## config.mk

```make
export PLATFORM = sky130hd
export DESIGN_NAME = vga_sync_gen
export DESIGN_NICKNAME = d
export VERILOG_FILES = /design/src/rtl/vga_sync_gen.sv
export SDC_FILE = /design/constraint.sdc
export NUM_CORES = 1
export LEC_CHECK = 0
export ABC_AREA = 0
export BUFFER_PORTS_ARGS = -buffer_cell sky130_fd_sc_hd__buf_2
export CAP_MARGIN = 30
export CORE_MARGIN = 1
export CORE_UTILIZATION = 40
export CTS_CLUSTER_DIAMETER = 120
export DETAILED_ROUTE_END_ITERATION = 6
export SLEW_MARGIN = 40
export SYNTH_ARGS = -nofsm -noshare
export SYNTH_HDL_FRONTEND = slang
export SYNTH_SLANG_ARGS = --single-unit
```

## constraint.sdc

```tcl
create_clock -name clk_vga -period 3.1 [get_ports clk_vga]
set_input_delay 0.31 -clock clk_vga [delete_from_list [all_inputs] [get_ports clk_vga]]
set_output_delay 0.31 -clock clk_vga [all_outputs]
set_load 0.01 [all_outputs]
```

## src/rtl/vga_sync_gen.sv

```systemverilog
// VGA raster timing generator: sync pulses, visible flag, pixel coordinates and line/frame strobes.
// Optional macro VGA_SYNC_FRAME_CNT_EN adds an 8-bit frame counter output (frame_cnt).
module vga_sync_gen #(
    parameter int   H_ACTIVE = 640,
    parameter int   H_FP     = 16,
    parameter int   H_SYNC   = 96,
    parameter int   H_BP     = 48,
    parameter int   V_ACTIVE = 480,
    parameter int   V_FP     = 10,
    parameter int   V_SYNC   = 2,
    parameter int   V_BP     = 33,
    parameter logic SYNC_POL = 1'b0
) (
    input  logic       clk_vga,
    input  logic       rst_n,
    input  logic       en,
    output logic       hsync,
    output logic       vsync,
    output logic       video_on,
    output logic [9:0] pixel_x,
    output logic [9:0] pixel_y,
    output logic       line_start,
    output logic       frame_start
`ifdef VGA_SYNC_FRAME_CNT_EN
    ,
    output logic [7:0] frame_cnt
`endif
);

    localparam int H_TOTAL = H_ACTIVE + H_FP + H_SYNC + H_BP;
    localparam int V_TOTAL = V_ACTIVE + V_FP + V_SYNC + V_BP;

    localparam logic [9:0] H_LAST       = 10'(H_TOTAL - 1);
    localparam logic [9:0] V_LAST       = 10'(V_TOTAL - 1);
    localparam logic [9:0] H_VIS        = 10'(H_ACTIVE);
    localparam logic [9:0] V_VIS        = 10'(V_ACTIVE);
    localparam logic [9:0] H_SYNC_FIRST = 10'(H_ACTIVE + H_FP);
    localparam logic [9:0] H_SYNC_LAST  = 10'(H_ACTIVE + H_FP + H_SYNC - 1);
    localparam logic [9:0] V_SYNC_FIRST = 10'(V_ACTIVE + V_FP);
    localparam logic [9:0] V_SYNC_LAST  = 10'(V_ACTIVE + V_FP + V_SYNC - 1);

    // Counters are only 10 bits wide, so longer rasters cannot be represented.
    if (H_TOTAL > 1024 || V_TOTAL > 1024) begin : g_bad_cfg
        $error("vga_sync_gen: H_TOTAL and V_TOTAL must not exceed 1024");
    end

    logic [9:0] x_q, x_d;
    logic [9:0] y_q, y_d;
    logic       hs_q, hs_d;
    logic       vs_q, vs_d;
    logic       von_q, von_d;
    logic       ls_q, ls_d;
    logic       fs_q, fs_d;
`ifdef VGA_SYNC_FRAME_CNT_EN
    logic [7:0] cnt_q, cnt_d;
`endif

    // Next-state counters; every flag is decoded from the next coordinates so nothing lags them.
    always_comb begin
        x_d   = x_q;
        y_d   = y_q;
        hs_d  = hs_q;
        vs_d  = vs_q;
        von_d = von_q;
        ls_d  = 1'b0;
        fs_d  = 1'b0;
`ifdef VGA_SYNC_FRAME_CNT_EN
        cnt_d = cnt_q;
`endif
        if (en) begin
            if (x_q >= H_LAST) begin
                x_d = 10'd0;
                if (y_q >= V_LAST) begin
                    y_d = 10'd0;
                end else begin
                    y_d = y_q + 10'd1;
                end
            end else begin
                x_d = x_q + 10'd1;
                y_d = y_q;
            end
            hs_d  = ((x_d >= H_SYNC_FIRST) && (x_d <= H_SYNC_LAST)) ? SYNC_POL : ~SYNC_POL;
            vs_d  = ((y_d >= V_SYNC_FIRST) && (y_d <= V_SYNC_LAST)) ? SYNC_POL : ~SYNC_POL;
            von_d = (x_d < H_VIS) && (y_d < V_VIS);
            ls_d  = (x_d == 10'd0);
            fs_d  = ls_d && (y_d == 10'd0);
`ifdef VGA_SYNC_FRAME_CNT_EN
            if (fs_d) begin
                cnt_d = cnt_q + 8'd1;
            end else begin
                cnt_d = cnt_q;
            end
`endif
        end else begin
            // Frozen: state holds, strobes already defaulted low so nothing is re-announced.
            x_d = x_q;
            y_d = y_q;
        end
    end

    // State and output registers; reset parks the raster on the last pixel of the frame.
    always_ff @(posedge clk_vga) begin
        if (!rst_n) begin
            x_q   <= H_LAST;
            y_q   <= V_LAST;
            hs_q  <= ~SYNC_POL;
            vs_q  <= ~SYNC_POL;
            von_q <= 1'b0;
            ls_q  <= 1'b0;
            fs_q  <= 1'b0;
`ifdef VGA_SYNC_FRAME_CNT_EN
            cnt_q <= 8'd0;
`endif
        end else begin
            x_q   <= x_d;
            y_q   <= y_d;
            hs_q  <= hs_d;
            vs_q  <= vs_d;
            von_q <= von_d;
            ls_q  <= ls_d;
            fs_q  <= fs_d;
`ifdef VGA_SYNC_FRAME_CNT_EN
            cnt_q <= cnt_d;
`endif
        end
    end

    assign pixel_x     = x_q;
    assign pixel_y     = y_q;
    assign hsync       = hs_q;
    assign vsync       = vs_q;
    assign video_on    = von_q;
    assign line_start  = ls_q;
    assign frame_start = fs_q;
`ifdef VGA_SYNC_FRAME_CNT_EN
    assign frame_cnt   = cnt_q;
`endif

endmodule

```

==> impl_results.md, run 1 <==
* Cts hold-fix bufs at 0
* Startpoint types: flip-flop
* Reg2reg start: pixel_x[0]$_SDFFE_PN1P_
* Ys flop type: dfxtp_1
* Syn nets at 252
* Pwr dens at 488 nW/um2
* CTS clk-pin slew, worst paths at 0.10 ns
* Fin. max-slew vios at 0
* RSZ-0062 raised after global routing: no
* Slew headroom at 54.0%
* First-pass GRT wire length at 8200 um
* # setup viols final at 0
* Yosys top cell by area: dfxtp_1
* Clk root buf: clkbuf_8
* Post-synth EDFFs at 0
* DP HPWL at 3460 um
* Post-CTS Resized at 0
* DRC viols at 4
* Final Hold Violating Endpoints at 0
* Design area at 2030 um2
* Status: finished with violations
* Reg2Reg Setup Slack at 0.40 ns
* CP arrival at 2.90 ns
* Setup crit end kind: flip-flop
* Die span in y at 70.5 um
* Failing checks: design-rule violations
* Worst endpoint required time at 3.31 ns
* Commonest cells in the synthesized netlist: nand2_1, dfxtp_1, nor2_1, a21oi_1, o21ai_0
* Min-delay worst type: input pin to flip-flop
* Max-Cap Viols at 0
* Antenna violations before repair at 0
* Post-synthesis register bit count at 25
* Die width at 70.5 um
* Post-CTS Setup Inserts at 0
* CTS max path bufs at 2
* Yosys top cell area share at 26.6%
* Vias in the first global route at 1706
* Cells on worst reg2reg path at 7
* Drt wl/cell at 15.7 um
* Synth area leaders: dfxtp_1, nand2_1, a21oi_1
* Mapped cell area at 1880 um2
* DR iter-0 viols at 132
* Pin count of the biggest net entering global routing at 22
* Period utilisation layout at 87.0%
* CTS Buf Count at 3
* Total grt overflow at 0
* Antenna diode count at 0
* Core box area at 4440 um2
* Starting density of the core at 42.3%
* Seq/Total Area, Yosys at 26.6%
* Port Buffers at 27
* Most frequent cell after synthesis: nand2_1
* Ys Warns at 0
* Fin nets at 268
* Async S/R FF share, synth at 0%
* Peak supply drop at 0.305 mV
* Hold Path Depth at 2
* Clock sinks at 25
* Pin slew with the least headroom to its limit at 0.682 ns
* Syn Area/Cell at 7.63 um2
* Post-Route WL at 4900 um
* GRT Overall Usage at 20.7%
* Vias at 1872
* Fmax at 371 MHz
* Setup TNS at 0 ns
* Hold EP: pixel_y[2]$_SDFFE_PN1P_
* Reg2reg end: pixel_y[6]$_SDFFE_PN0P_
* Layout cell share with drive strength beyond 1 at 18.8%
* Synthesized instance count at 246
* DR vias/cell at 5.98
* Kind of critical path: flip-flop to flip-flop
* DP Area at 1980 um2
* Drt pass-1 iters at 6
* Area added between synthesis and finish at 8.13%
* I/O pin total at 28
* Post-route ant nets at 0
* Later-pin clock latency in the skew report at 0.27 ns
* Leakage at 0.761 nW
* Worst Skew at 0.00399 ns
* Row cnt at 24
* Hold Slack at 0.407 ns
* Clock period minus worst slack at 2.70 ns
* CTS tree: built
* CP max FO at 10
* Hold Crit Start: rst_n
* Placer Congestion at 0.887
* Die Area at 4970 um2
* H-tree Lvls at 1
* Distinct cells, synth at 64
-- worst max-delay path by stage --
stage                                  from                 endpoint  slack (ns)  cells after the start
floorplan           pixel_x[0]$_SDFFE_PN1P_   frame_start$_SDFF_PN0_        0.96                      7
global placement    pixel_x[0]$_SDFFE_PN1P_  pixel_y[8]$_SDFFE_PN0P_        0.60                      7
detailed placement  pixel_x[0]$_SDFFE_PN1P_  pixel_y[8]$_SDFFE_PN0P_        0.48                      7
CTS                 pixel_x[0]$_SDFFE_PN1P_  pixel_y[6]$_SDFFE_PN0P_        0.43                      7
global route        pixel_x[0]$_SDFFE_PN1P_  pixel_y[8]$_SDFFE_PN0P_        0.17                      7
finish              pixel_x[0]$_SDFFE_PN1P_  pixel_y[6]$_SDFFE_PN0P_        0.40                      7
-- layer usage --
metal / global-route usage, % / share of wire [%] / up-vias
met4: 4.54 / 1.2 / 0
met3: 3.32 / 3.8 / 6
li1: - / - / 951
met2: 36.4 / 49 / 53
met1: 26.5 / 46 / 862
met5: 0 / 0 / -
-- critical path, stage by stage, from the launching register on --
cell	delay, ns
dfxtp_1	0.50
ha_1	0.37
nand4_4	0.23
a21oi_1	0.62
nand2_1	0.28
nor2_1	0.38
nand2_1	0.09
a21boi_0	0.17
-- report_power, final --
part           internal, mW  switching (mW)  leakage, nW
registers             0.345          0.0548        0.204
logic                 0.148           0.237        0.532
clock network        0.0902           0.116       0.0255
total                 0.583           0.408        0.761
-- per-stage QoR --
stage / total power [mW] / std cells / worst slack, ns / util, %
finish: 0.990 / 313 / 0.404 / 45.7
global route: 1.06 / 313 / 0.165 / 45.7
CTS: 0.990 / 313 / 0.434 / 45.7
detailed placement: 0.784 / 309 / 0.485 / 44.7
global placement: 0.789 / 309 / 0.604 / 44.7
floorplan: 0.698 / 246 / 0.964 / -
-- sequential cells by signal (all words and copies together) (netlist names) --
signal	count
frame_start	1
hsync	1
line_start	1
pixel_x	10
pixel_y	10
video_on	1
vsync	1
-- kinds of logic after synthesis --
group	count (synthesis)	synth area share (%)
and+or+nand+nor	103	29.9
AOI/OAI and AO/OA	81	31.1
buffers and inverters	29	7.99
DFF	25	26.6
xor gates and xnor gates	5	2.33
adders and majority gates	3	2.00
-- placed cells by master, fill, tap and decap left out, types with 4 or more instances in the layout --
master	Yosys	routed
dfxtp_1	25	25
a21boi_0	6	6
a21oi_1	17	17
nand3b_1	4	4
nand3_1	15	15
nor3_1	4	4
xnor2_1	5	5
a31oi_1	4	4
nand2_1	28	28
nor2_1	18	18
nand4_1	6	6
o21ai_0	16	16
buf_2	9	27
inv_1	11	11
nor2b_1	4	4
-- area by class of cell --
cell class	instances	area (um2)
Clock buffer	3	41.3
Tap cell	52	65.1
Multi-Input combinational cell	192	1230
Clock inverter	1	5.00
Sequential cell	25	500
Fill cell	467	2410
Inverter	11	41.3
Timing Repair Buffer	29	150
Note: power is estimated with default switching activity, not from simulation.
==> inputs of run 2 (changes only) <==
- CORE_UTILIZATION: 40 -> 30
==> run 2 against run 1 <==
Clock skew about the same. Via count shrank 0.27%. Sequential cell count unchanged. Register-to-register slack about the same. Core utilization shrank 11 points. The run now ends clean. First-iteration DRC count shrank 36%. Critical endpoint is now pixel_y[8]$_SDFFE_PN0P_. Power down 1.7%. Die area grew 32%. Largest power group unchanged. Non-clock buffer count fell by 1. Worst hold slack better by 0.015 ns. Wire length grew 0.53%. Global-route usage decreased by 4.8 points.
==> impl_results.md, run 2 (synthesis gave the netlist of run 1 again) <==
* Vias at 1867 (-0.27%)
* Design area at 2050 um2 (+1.0%)
* Worst Skew at 0.00355 ns (-0.000445 ns)
* Vias in the first global route at 1677 (-1.7%)
* Die Area at 6580 um2 (+32%)
* CP max stage cell: a21oi_1
* Kind of critical path: flip-flop to flip-flop
* Antenna diode count at 0 (unchanged)
* CTS tree: built
* Port Buffers at 27 (unchanged)
* Core box area at 5990 um2 (+35%)
* Post-Route WL at 4930 um (+0.53%)
* Antenna violations before repair at 0 (unchanged)
* # setup viols final at 0 (unchanged)
* Setup crit end kind: flip-flop
* Drt pass-1 iters at 4 (-2)
* Critical-path cell list: ha_1 -> nand4_4 -> a21oi_1 -> nand2_1 -> nor2_1 -> nand3b_1 -> a21boi_1
* Die width at 81.1 um (+15%)
* Total grt overflow at 0 (unchanged)
* Post-Layout Cell Count at 335 (+7.0%)
* DP HPWL at 3540 um (+2.2%)
* Worst endpoint required time at 3.31 ns (about the same)
* Final worst setup slack at 0.403 ns (-0.000776 ns)
* Area added between synthesis and finish at 9.26%
* Dpl ws at 0.453 ns (-0.0319 ns)
* Logic pwr share at 38.4% (-0.4 points)
* Status: complete, no violations
* GRT Overall Usage at 15.8% (-4.8 points)
* Psw at 0.396 mW (-3.0%)
* Min-delay worst type: input pin to flip-flop
* Clock period minus worst slack at 2.70 ns (+0.000776 ns)
* Total chip power at 0.973 mW (-1.7%)
* Layout cell share with drive strength beyond 1 at 18.5% (-0.31 points)
* DR vias/cell at 5.57 (-6.8%)
* Internal power at 0.578 mW (-0.84%)
* Later-pin clock latency in the skew report at 0.27 ns (about the same)
* H-tree Lvls at 1 (unchanged)
* Commonest non-fill, non-tap cell in the layout: nand2_1
* Placer Congestion at 0.906 (+2.2%)
* Max-Cap Viols at 0 (unchanged)
* Clock share of power at 20.5% (-0.3 points)
* Hold Slack at 0.423 ns (+0.0155 ns)
* Cts hold-fix bufs at 0 (unchanged)
* Startpoint types: flip-flop
* Clock sinks at 25 (unchanged)
* Placed Cells at 331 (+7.1%)
* Period utilisation layout at 87.0% (about the same)
* Leakage at 0.756 nW (-0.67%)
* CP arrival at 2.91 ns (about the same)
* Final core occ at 34.3% (-11 points)
* Die span in y at 81.1 um (+15%)
* Clk root buf: clkbuf_8
* Slew headroom at 51.0% (-3.0 points)
* Pin count of the biggest net entering global routing at 22 (unchanged)
* Setup TNS at 0 ns (unchanged)
* Fin. max-slew vios at 0 (unchanged)
* Largest stage delay on the critical path at 0.64 ns (+0.02 ns)
* RSZ-0062 raised after global routing: no
* CTS Buf Count at 3 (unchanged)
* CTS max path bufs at 2 (unchanged)
* Most frequent cells in the layout: nand2_1, buf_2, dfxtp_1
* Starting density of the core at 31.3% (-11 points)
* CP max FO at 11 (+1)
* Row cnt at 28 (+17%)
* Sw frac at 40.6% (-0.53 points)
* Final Hold Violating Endpoints at 0 (unchanged)
* Post-route ant nets at 0 (unchanged)
* DR iter-0 viols at 85 (-36%)
* Fmax at 371 MHz (about the same)
* Post-CTS Setup Inserts at 0 (unchanged)
* CTS clk-pin slew, worst paths at 0.09 ns (about the same)
* DRC viols at 0 (-4)
* Pin slew with the least headroom to its limit at 0.735 ns (+0.0534 ns)
* Pwr dens at 474 nW/um2 (-2.7%)
* Post-CTS Resized at 0 (unchanged)
* First-pass GRT wire length at 8170 um (-0.43%)
* Fin nets at 267 (-0.37%)
* I/O pin total at 28 (unchanged)
* Peak supply drop at 0.199 mV (-35%)
* Sequential share of power at 41.2% (+0.8 points)
* Drt wl/cell at 14.7 um (-6.1%)
* DP Area at 2010 um2 (+1.1%)
## run 2: power groups by stage
stage	sequential (mW)	clock, mW	combinational [mW]
5_1_grt	0.409	0.223	0.416
3_5_place_dp	0.408	0	0.371
2_1_floorplan	0.387	0	0.312
4_1_cts	0.401	0.210	0.372
6_report	0.401	0.199	0.374
3_3_place_gp	0.407	0	0.372
## run 2: area by class of cell
cell class | count | area [um2]
clock buffers | 3 | 41.3
multi-input cells | 192 | 1230
inverters | 11 | 41.3
flip-flops and latches | 25 | 500
clock inverters | 1 | 5.00
fillers | 651 | 3940
repair buffers | 28 | 143
well taps | 75 | 93.8
## run 2: worst max-delay path: cells and delay by family, from the launching register on
| family | cells | cell delay [ns] |
|---|---|---|
| fa+ha+maj | 1 | 0.36 |
| simple gates | 4 | 0.99 |
| flops | 1 | 0.49 |
| compound gates | 2 | 0.79 |
## run 2: layer usage
metal,track usage [%],vias to the layer above,wire length (um),share of wire (%)
met5,0,-,0,0
met4,3.21,0,15,0.30
met3,2.81,2,233,4.7
met2,25.9,51,2310,47
met1,21.7,876,2370,48
li1,-,938,-,-
## run 2: worst paths after layout
path	start	endpoint	slack, ns	cells after the start
worst min-delay path	rst_n	pixel_y[2]$_SDFFE_PN1P_	0.42	2
worst max-delay path	pixel_x[1]$_SDFFE_PN1P_	pixel_y[8]$_SDFFE_PN0P_	0.40	7
worst max register to register	pixel_x[1]$_SDFFE_PN1P_	pixel_y[8]$_SDFFE_PN0P_	0.40	7
worst min register to register	video_on$_SDFFE_PN0P_	video_on$_SDFFE_PN0P_	0.48	2
